$ cat src/rtl/cia_pipelined_adder.sv
// Pipelined carry-increment adder/subtractor: one BLK-bit block is resolved per stage,
// NB = N/BLK stages, one result per cycle when the consumer keeps up.
module cia_pipelined_adder #(
  parameter int N   = 16,
  parameter int BLK = 4
) (
  input  logic         clk,
  input  logic         rst_n,
  input  logic         in_valid,
  output logic         in_ready,
  input  logic [N-1:0] a,
  input  logic [N-1:0] b,
  input  logic         cin,
  input  logic         sub,
  output logic         out_valid,
  input  logic         out_ready,
  output logic [N-1:0] sum,
  output logic         cout,
  output logic         ovf
);

  localparam int NB = N / BLK;

  // Handshake: a transfer happens on any rising edge where valid && ready are both high.
  // The whole pipe advances together; a held output stalls every stage.
  logic         adv;
  logic [N-1:0] b_op;
  logic         c_first;

  assign adv      = !out_valid || out_ready;
  assign in_ready = adv && rst_n;
  assign b_op     = sub ? ~b : b;
  assign c_first  = sub | cin;

  for (genvar k = 0; k < NB; k++) begin : g_stage
    localparam int LO = k * BLK;
    localparam int HI = N - LO - BLK;

    logic [N-LO-1:0]     a_in;
    logic [N-LO-1:0]     b_in;
    logic                c_in;
    logic                vld_in;
    logic [LO+BLK-1:0]   sum_new;
    logic [BLK:0]        s0;
    logic [BLK:0]        s1;
    logic [BLK:0]        sel;
    logic [LO+BLK-1:0]   sum_d;
    logic [LO+BLK-1:0]   sum_q;
    logic                c_d;
    logic                c_q;
    logic                vld_d;
    logic                vld_q;

    if (k == 0) begin : g_src
      assign a_in    = a;
      assign b_in    = b_op;
      assign c_in    = c_first;
      assign vld_in  = in_valid;
      assign sum_new = sel[BLK-1:0];
    end else begin : g_src
      assign a_in    = g_stage[k-1].g_ops.a_q;
      assign b_in    = g_stage[k-1].g_ops.b_q;
      assign c_in    = g_stage[k-1].c_q;
      assign vld_in  = g_stage[k-1].vld_q;
      assign sum_new = {sel[BLK-1:0], g_stage[k-1].sum_q};
    end

    // Local sum with carry-in 0 and its increment; the incoming carry picks one.
    always_comb begin
      s0  = {1'b0, a_in[BLK-1:0]} + {1'b0, b_in[BLK-1:0]};
      s1  = s0 + (BLK+1)'(1);
      sel = c_in ? s1 : s0;
    end

    always_comb begin
      vld_d = vld_q;
      c_d   = c_q;
      sum_d = sum_q;
      if (adv) begin
        vld_d = vld_in;
        if (vld_in) begin
          c_d   = sel[BLK];
          sum_d = sum_new;
        end
      end
    end

    always_ff @(posedge clk) begin
      if (!rst_n) begin
        vld_q <= 1'b0;
        c_q   <= 1'b0;
        sum_q <= '0;
      end else begin
        vld_q <= vld_d;
        c_q   <= c_d;
        sum_q <= sum_d;
      end
    end

    if (HI > 0) begin : g_ops
      logic [HI-1:0] a_d;
      logic [HI-1:0] a_q;
      logic [HI-1:0] b_d;
      logic [HI-1:0] b_q;

      always_comb begin
        a_d = a_q;
        b_d = b_q;
        if (adv && vld_in) begin
          a_d = a_in[N-LO-1:BLK];
          b_d = b_in[N-LO-1:BLK];
        end
      end

      always_ff @(posedge clk) begin
        if (!rst_n) begin
          a_q <= '0;
          b_q <= '0;
        end else begin
          a_q <= a_d;
          b_q <= b_d;
        end
      end
    end

    if (k == NB - 1) begin : g_last
      logic c_msb;
      logic ovf_d;
      logic ovf_q;

      // Carry into the MSB recovered from the MSB sum bit and its operand bits.
      assign c_msb = sel[BLK-1] ^ a_in[BLK-1] ^ b_in[BLK-1];

      always_comb begin
        ovf_d = ovf_q;
        if (adv && vld_in) begin
          ovf_d = sel[BLK] ^ c_msb;
        end
      end

      always_ff @(posedge clk) begin
        if (!rst_n) begin
          ovf_q <= 1'b0;
        end else begin
          ovf_q <= ovf_d;
        end
      end
    end
  end

  assign out_valid = g_stage[NB-1].vld_q;
  assign sum       = g_stage[NB-1].sum_q;
  assign cout      = g_stage[NB-1].c_q;
  assign ovf       = g_stage[NB-1].g_last.ovf_q;

endmodule

$ cat config.mk
export PLATFORM = sky130hd
export DESIGN_NAME = cia_pipelined_adder
export DESIGN_NICKNAME = d
export VERILOG_FILES = /design/src/rtl/cia_pipelined_adder.sv
export SDC_FILE = /design/constraint.sdc
export NUM_CORES = 1
export LEC_CHECK = 0
export BUFFER_PORTS_ARGS = -buffer_cell sky130_fd_sc_hd__buf_2
export CAP_MARGIN = 20
export CORE_MARGIN = 2
export CORE_UTILIZATION = 40
export CTS_BUF_LIST = sky130_fd_sc_hd__clkbuf_8
export DETAILED_ROUTE_END_ITERATION = 10
export GPL_TIMING_DRIVEN = 0
export PLACE_DENSITY_LB_ADDON = 0.05
export SLEW_MARGIN = 25
export SYNTH_ARGS = -nofsm -noshare
export SYNTH_HDL_FRONTEND = slang
export SYNTH_SLANG_ARGS = --single-unit
$ cat constraint.sdc
create_clock -name clk -period 7.4 [get_ports clk]
set_input_delay 0.74 -clock clk [delete_from_list [all_inputs] [get_ports clk]]
set_output_delay 0.74 -clock clk [all_outputs]
set_load 0.02 [all_outputs]
# Yosys cells after proc, flatten, opt, wreduce, memory -nomap -nowiden
# Cells that the tools add are included.
# op_classes
bitwise_logic	5
add_sub_neg	8
reduce_logical	11
muxes	5
# op_table
cell	count
adder 4 x 4 -> 5 bit	4
adder 5 x 1 -> 5 bit (second input constant)	4
two-way mux 5 bit	4
two-way mux 16 bit	1
inverter 16 bit	1
AND reduction 2 bit	4
logical AND 1 bit	5
XOR 1 bit	3
zero test 1 bit	1
logical OR 1 bit	1
bitwise OR 1 bit	1
# word_totals
input_bits	38
reg_bits	97
word_cells	48
out_inout_bits	20

# Depth between registers and ports, before layout
# Gate-level depths: netlist of the first run.
# depth
word_depth	6
mapped_depth	13
ltp_nobuf	11

# Least setup slack after synthesis of the first run
# No wires, ideal clock.
# synth_path
path_kind	input port to flip-flop
start	input port sub
end	register g_stage[0].c_q
setup_time_ps	87
required_ps	7313
stages	13
path_buffers	2
path_slack_ps	4515
t_arrival_ps	2798
path_cell_list	buf_2 -> buf_2 -> xor2_1 -> ha_1 -> inv_1 -> fa_1 -> inv_1 -> ha_1 -> o21ai_0 -> nor2_1 -> nand2_1 -> xnor2_1 -> o31ai_1
# synth_between
elab_chain_cells	4
word_cells_on_any_way	5
cone_classes	add/sub: 2; mux: 2; bitwise: 1
# synth_lines
element	line_no	text
from (decl)	14	input logic sub,
two-way mux 16 bit	32	assign b_op = sub ? ~b : b;
adder 4 x 4 -> 5 bit	70	s0 = {1'b0, a_in[BLK-1:0]} + {1'b0, b_in[BLK-1:0]};
adder 5 x 1 -> 5 bit	71	s1 = s0 + (BLK+1)'(1);
two-way mux 5 bit (*)	72	sel = c_in ? s1 : s0;
to (signal assigned)	91	c_q <= 1'b0;
to (signal assigned)	95	c_q <= c_d;
to (decl)	50	logic c_q;
# Mark *: on every way between the ends. The rest lies on a longest branch, timed or not.
# A chain may end at the register's enable or synchronous reset.

# Worst setup path in the final report of the first run
# Same ends and word-level chain as after synthesis.

==> results of run 1 <==
[critical path: cells and delay by family]
family	cells	cell delay, ps
buf+inv	5	820
simple gates	2	190
compound gates	2	310
fa+ha+maj	3	790
xor+xnor	2	350
[per-layer routing]
metal  share of wire  GRT usage  vias up
li1                -          -     1900
met2            0.46      0.307       67
met4          0.0087     0.0467        0
met3           0.036     0.0344        8
met5               0          0        -
met1            0.49      0.235     1617
[flip-flops by register name, indices dropped and copies added, names as in the netlist]
signal,cells
g_stage.g_ops.b_q,24
cout,1
ovf,1
g_stage.g_ops.a_q,24
g_stage.sum_q,24
g_stage.vld_q,3
out_valid,1
g_stage.c_q,3
sum,16
[layout make-up]
| cell class | instances | share of cell area |
|---|---|---|
| Sequential cell | 97 | 0.379 |
| Buffer | 33 | 0.0247 |
| Clock buffer | 9 | 0.0242 |
| Clock inverter | 7 | 0.0325 |
| Tap cell | 140 | 0.0342 |
| Timing Repair Buffer | 57 | 0.0557 |
| Multi-Input combinational cell | 383 | 0.434 |
| Inverter | 21 | 0.0154 |
[per-stage QoR]
step	setup slack, ps	total power [W]	hold WS, ps
after floorplan	4510	0.000660	429
after global placement	4140	0.000699	441
final	4470	0.00117	451
after CTS	4450	0.00118	452
after global routing	4250	0.00122	472
after detailed placement	4060	0.000702	443
[cell usage in the layout (no fill, tap or decap), types with 5 or more instances in the layout]
| master | n |
|---|---|
| nand2_1 | 139 |
| dfxtp_1 | 97 |
| a21oi_1 | 72 |
| buf_2 | 59 |
| nor2_1 | 38 |
| clkbuf_1 | 29 |
| xnor2_1 | 29 |
| a211oi_1 | 27 |
| inv_1 | 20 |
| ha_1 | 20 |
| xor2_1 | 10 |
| clkbuf_8 | 9 |
| a21o_1 | 8 |
| o21ai_0 | 7 |
| nor3_1 | 5 |
| bufinv_16 | 5 |
[report_power, final]
part           switching, W  internal, W  total, W
Combinational     0.0000767    0.0000541  0.000131
Sequential        0.0000137     0.000543  0.000557
Clock              0.000185     0.000293  0.000479
[how the worst max path moves through the flow]
| stage | to | slack [ps] | cells after the start |
|---|---|---|---|
| 3_5_place_dp | g_stage[0].c_q$_SDFFE_PN0P_ | 4060 | 14 |
| 4_1_cts | g_stage[0].c_q$_SDFFE_PN0P_ | 4450 | 14 |
| 3_3_place_gp | g_stage[0].c_q$_SDFFE_PN0P_ | 4140 | 14 |
| 6_report | g_stage[0].c_q$_SDFFE_PN0P_ | 4470 | 14 |
| 5_1_grt | g_stage[0].sum_q[3]$_SDFFE_PN0P_ | 4250 | 11 |
| 2_1_floorplan | g_stage[0].c_q$_SDFFE_PN0P_ | 4510 | 13 |
[cells by family (layout without fill, tap and decap cells)]
| family | after synthesis | count (layout) | synth area share |
|---|---|---|---|
| AND/OR/NAND/NOR | 196 | 196 | 0.179 |
| AO/OA/AOI/OAI | 121 | 121 | 0.164 |
| flip-flops | 97 | 97 | 0.444 |
| buffers and inverters | 54 | 127 | 0.0470 |
| XOR/XNOR | 42 | 42 | 0.0908 |
| adder cells (fa/ha/maj) | 24 | 24 | 0.0756 |
==> qor.yml, run 1 <==
r2r-start: "g_stage[2].g_ops.b_q[0]$_SDFFE_PN0P_"
clk_latency_ps: 360
synth_edf_count: 0
slew_viol_final: 0
grt_pass1_vias: 3354
cts_resized: 0
yosys.cell_types.count: 32
fillers: 1158
postSynthAreaPerCell_um2: 8.18
p_leak_nw: 2.05
netlist_area_um2: 4370
synth_top_area_share: 0.444
fin_skew_ps: 6.11
critical_path_arrival_ps: 3210
ir_worst_vdd_mv: 0.123
r2r_cells: 11
tightest_slew_ps: 657
grt.total_usage: 0.181
end_kind: "flip-flop"
crit_type: "in -> reg"
min_to: "g_stage[2].g_ops.a_q[0]$_SDFFE_PN0P_"
postCtsHoldBufs: 0
crit_chain: "buf_2 > buf_2 > buf_2 > xor2_1 > ha_1 > inv_1 > fa_1 > inv_1 > ha_1 > o21ai_0 > nor2_1 > nand2_1 > xnor2_1 > o31ai_1"
path_max_fanout: 10
ys.warnings.count: 0
area_growth_pct: 17.2
htree_levels: 3
async_reset_ff_frac: 0
diodes: 0
worst_path_max_delay_cell: "fa_1"
grt_pass1_wl_um: 16300
report.final.hold_viol_count: 0
wire_per_inst_um: 13.5
grt-ovfl-total: 0
cts.clk_slew.worst_paths_ps: 90
maxSlewHeadroom: 0.562
coreArea_um2: 10700
dr.pass1.iters: 4
fin_cells: 747
routed_wirelength_um: 10000
cts_setup_buffers: 0
antenna_found_initial: 0
cts_sinks: 97
initial_core_util: 0.407
cts_tree: "yes"
die_width_um: 109
ff2ff_setup_slack_ps: 4810
ios: 58
rsz0062_at_grt: "no"
synth_common_cells: "nand2_1 (139), dfxtp_1 (97), a21oi_1 (72), nor2_1 (38)"
crit_path_start: "sub"
multiInputGateArea_um2: 2220
fp.dieH_um: 109
via_count: 3592
port_buffers: 57
finalCriticalPeriod_ps: 2930
drc: 0
routabilityCongestion: 0.747
yosys-top-cells-area: "dfxtp_1 (44%), nand2_1 (12%), a21oi_1 (8.2%)"
syn_nets: 596
reg2reg_to: "ovf$_SDFFE_PN0P_"
cap_violations: 0
min_path_cells: 2
syn_inst: 534
synth_flop_cell: "dfxtp_1"
dp.cells: 731
pwr_density_cell_nw_per_um2: 228
setup_violations: 0
start_kind: "input pin"
synth.most_common_cell: "nand2_1"
required_ps: 7670
drive_above_1_share: 0.130
dp_hpwl_um: 7900
die_area_um2: 11800
final_core_util: 0.476
via_per_inst: 4.81
slowest_delay_ps: 470
hold_class: "reg -> reg"
nets: 664
hp-start: "g_stage[1].g_ops.a_q[4]$_SDFFE_PN0P_"
num_rows: 38
ys_seq_area_frac: 0.444
drt-initial-drc-count: 135
final.setup.tns_ps: 0
cts_root_buf: "clkbuf_8"
min_period_over_period: 0.397
seqCellArea_um2: 1940
ant_nets: 0
ys_ff_latch: 97
grt_max_degree: 17
cts-buffers-inserted: 9
yosysTopAreaCell: "dfxtp_1"
crit_top_cell: "buf_2"
postPlaceCellArea_um2: 4830
clk_path_buf_depth: 2
clock.fmax_mhz: 341
final_cell_area_um2: 5120
outcome: "finished, final reports clean"
No activity file was read; power rests on OpenSTA's default activity.
==> run 2, diff against run 1 <==
==> constraint.sdc (replaced) <==
create_clock -name clk -period 2.7 [get_ports clk]
set_input_delay 0.27 -clock clk [delete_from_list [all_inputs] [get_ports clk]]
set_output_delay 0.27 -clock clk [all_outputs]
set_load 0.02 [all_outputs]
==> qor.yml, run 2 (synthesis gave the netlist of run 1 again) <==
path_max_fanout: 4  # was 10
required_ps: 2990  # was 7670 ps
start_kind: "flip-flop"  # was input pin
slew_viol_final: 0  # unchanged
ios: 58  # unchanged
final_cell_mix: "nand2_1 (139), dfxtp_1 (97), a21oi_1 (72)"  # unchanged
rsz0062_at_grt: "no"  # unchanged
drive_above_1_share: 0.133  # was 0.130
hold_class: "in -> reg"  # was reg -> reg
cts_root_buf: "clkbuf_8"  # unchanged
diodes: 0  # unchanged
pwr_density_cell_nw_per_um2: 624  # was 228 nW/um^2
critical_path_arrival_ps: 2820  # was 3210 ps
cts-buffers-inserted: 9  # unchanged
outcome: "finished, final reports clean"  # unchanged
final_core_util: 0.478  # was 0.476
clk_latency_ps: 360  # about the same
pre_cts_slack_ps: -168  # was 4060 ps
maxSlewHeadroom: 0.562  # about the same
clock.fmax_mhz: 395
grt_pass1_wl_um: 16300  # unchanged
finalCriticalPeriod_ps: 2530
dp_hpwl_um: 7900  # unchanged
cts_sinks: 97  # unchanged
min_path_cells: 3  # was 2
ant_nets: 0  # unchanged
initial_core_util: 0.407  # unchanged
dr.pass1.iters: 4  # unchanged
die_area_um2: 11800  # unchanged
grt_max_degree: 17  # unchanged
coreArea_um2: 10700  # unchanged
grt_pass1_vias: 3354  # unchanged
final_common_cell: "nand2_1"  # unchanged
drt-initial-drc-count: 135  # unchanged
ir_worst_vdd_mv: 0.338  # was 0.123 mV
finalWorstSetupSlack_ps: 169  # was 4470 ps
nets: 664  # unchanged
fin_skew_ps: 6.33  # was 6.11 ps
cts_setup_buffers: 0  # unchanged
tightest_slew_ps: 657  # about the same
cap_violations: 0  # unchanged
grt.total_usage: 0.181  # unchanged
grt-ovfl-total: 0  # unchanged
area_growth_pct: 17.4  # was 17.2%
port_buffers: 57  # unchanged
num_rows: 38  # unchanged
end_kind: "flip-flop"  # unchanged
wire_per_inst_um: 13.5  # about the same
htree_levels: 3  # unchanged
top_regs: "g_stage.g_ops.a_q (24), g_stage.g_ops.b_q (24), g_stage.sum_q (24)"  # unchanged
setup_violations: 0  # unchanged
cts.clk_slew.worst_paths_ps: 100  # was 90 ps
antenna_found_initial: 0  # unchanged
report.final.hold_viol_count: 0  # unchanged
routabilityCongestion: 0.747  # unchanged
r2r_cells: 11  # unchanged
crit_type: "reg -> reg"  # was in -> reg
die_width_um: 109  # unchanged
clk_path_buf_depth: 2  # unchanged
fp.dieH_um: 109  # unchanged
via_count: 3583  # was 3592
min_period_over_period: 0.937
routed_wirelength_um: 10100  # was 10000 um
p_leak_nw: 2.06  # was 2.05 nW
drc: 0  # unchanged
cts_tree: "yes"  # unchanged
via_per_inst: 4.80  # was 4.81
[run 2: changes by cell type in the layout (fill, tap and decap cells not counted)]
cell and delta:
a2111oi_0 -1, a2111oi_2 +1, nor3b_1 -1, nor3b_2 +1
[run 2: worst paths after layout]
path / slack (ps) / endpoint / from
min: 140 / g_stage[0].g_ops.a_q[5]$_SDFFE_PN0P_ / a[9]
min reg2reg: 450 / g_stage[2].g_ops.a_q[0]$_SDFFE_PN0P_ / g_stage[1].g_ops.a_q[4]$_SDFFE_PN0P_
max reg2reg: 170 / ovf$_SDFFE_PN0P_ / g_stage[2].g_ops.b_q[0]$_SDFFE_PN0P_
max: 170 / ovf$_SDFFE_PN0P_ / g_stage[2].g_ops.b_q[0]$_SDFFE_PN0P_
[run 2: worst max-delay path, stage by stage (launching register included)]
cell and delay, ps:
dfxtp_1 350, ha_1 170, inv_1 50, fa_1 490, inv_1 80, ha_1 140, nand2_1 130, a2111oi_2 380
a32oi_1 150, nor3b_2 190, xor2_1 170, a21oi_1 160
[run 2: layer usage]
metal	track usage	wire, um	vias to the layer above
met4	0.0467	61	0
met3	0.0344	372	4
met1	0.235	4930	1613
met2	0.307	4690	67
li1	-	-	1899
met5	0	0	-
[run 2: final cells by class]
class / count / area [um^2]
repair buffers: 57 / 285
fillers: 1157 / 5610
inverters: 21 / 78.8
plain buffers: 33 / 126
multi-input cells: 383 / 2230
clock buffers: 9 / 124
flip-flops and latches: 97 / 1940
well taps: 140 / 175
clock inverters: 7 / 166
[run 2: power by group]
group	total, W	leakage, nW	internal, W	switching, W
logic	0.000359	1.13	0.000148	0.000210
registers	0.00153	0.791	0.00149	0.0000377
clock network	0.00132	0.140	0.000804	0.000511
total	0.00320	2.06	0.00244	0.000759
[run 2: stage by stage]
step | std cells | hold slack (ps) | area (um^2) | total power, W | TNS, ps
2_1_floorplan | 534 | 406 | 4370 | 0.00181 | 0
3_3_place_gp | 731 | 441 | 4830 | 0.00192 | -174
3_5_place_dp | 731 | 443 | 4830 | 0.00192 | -425
4_1_cts | 747 | 119 | 5120 | 0.00324 | 0
5_1_grt | 747 | 135 | 5130 | 0.00334 | 0
6_report | 747 | 136 | 5130 | 0.00320 | 0
[run 2: repair_timing]
| action | CTS | global route |
|---|---|---|
| hold buffers | 0 | 0 |
| setup endpoints to repair | 0 | 1 |
| resized for setup | 0 | 3 |
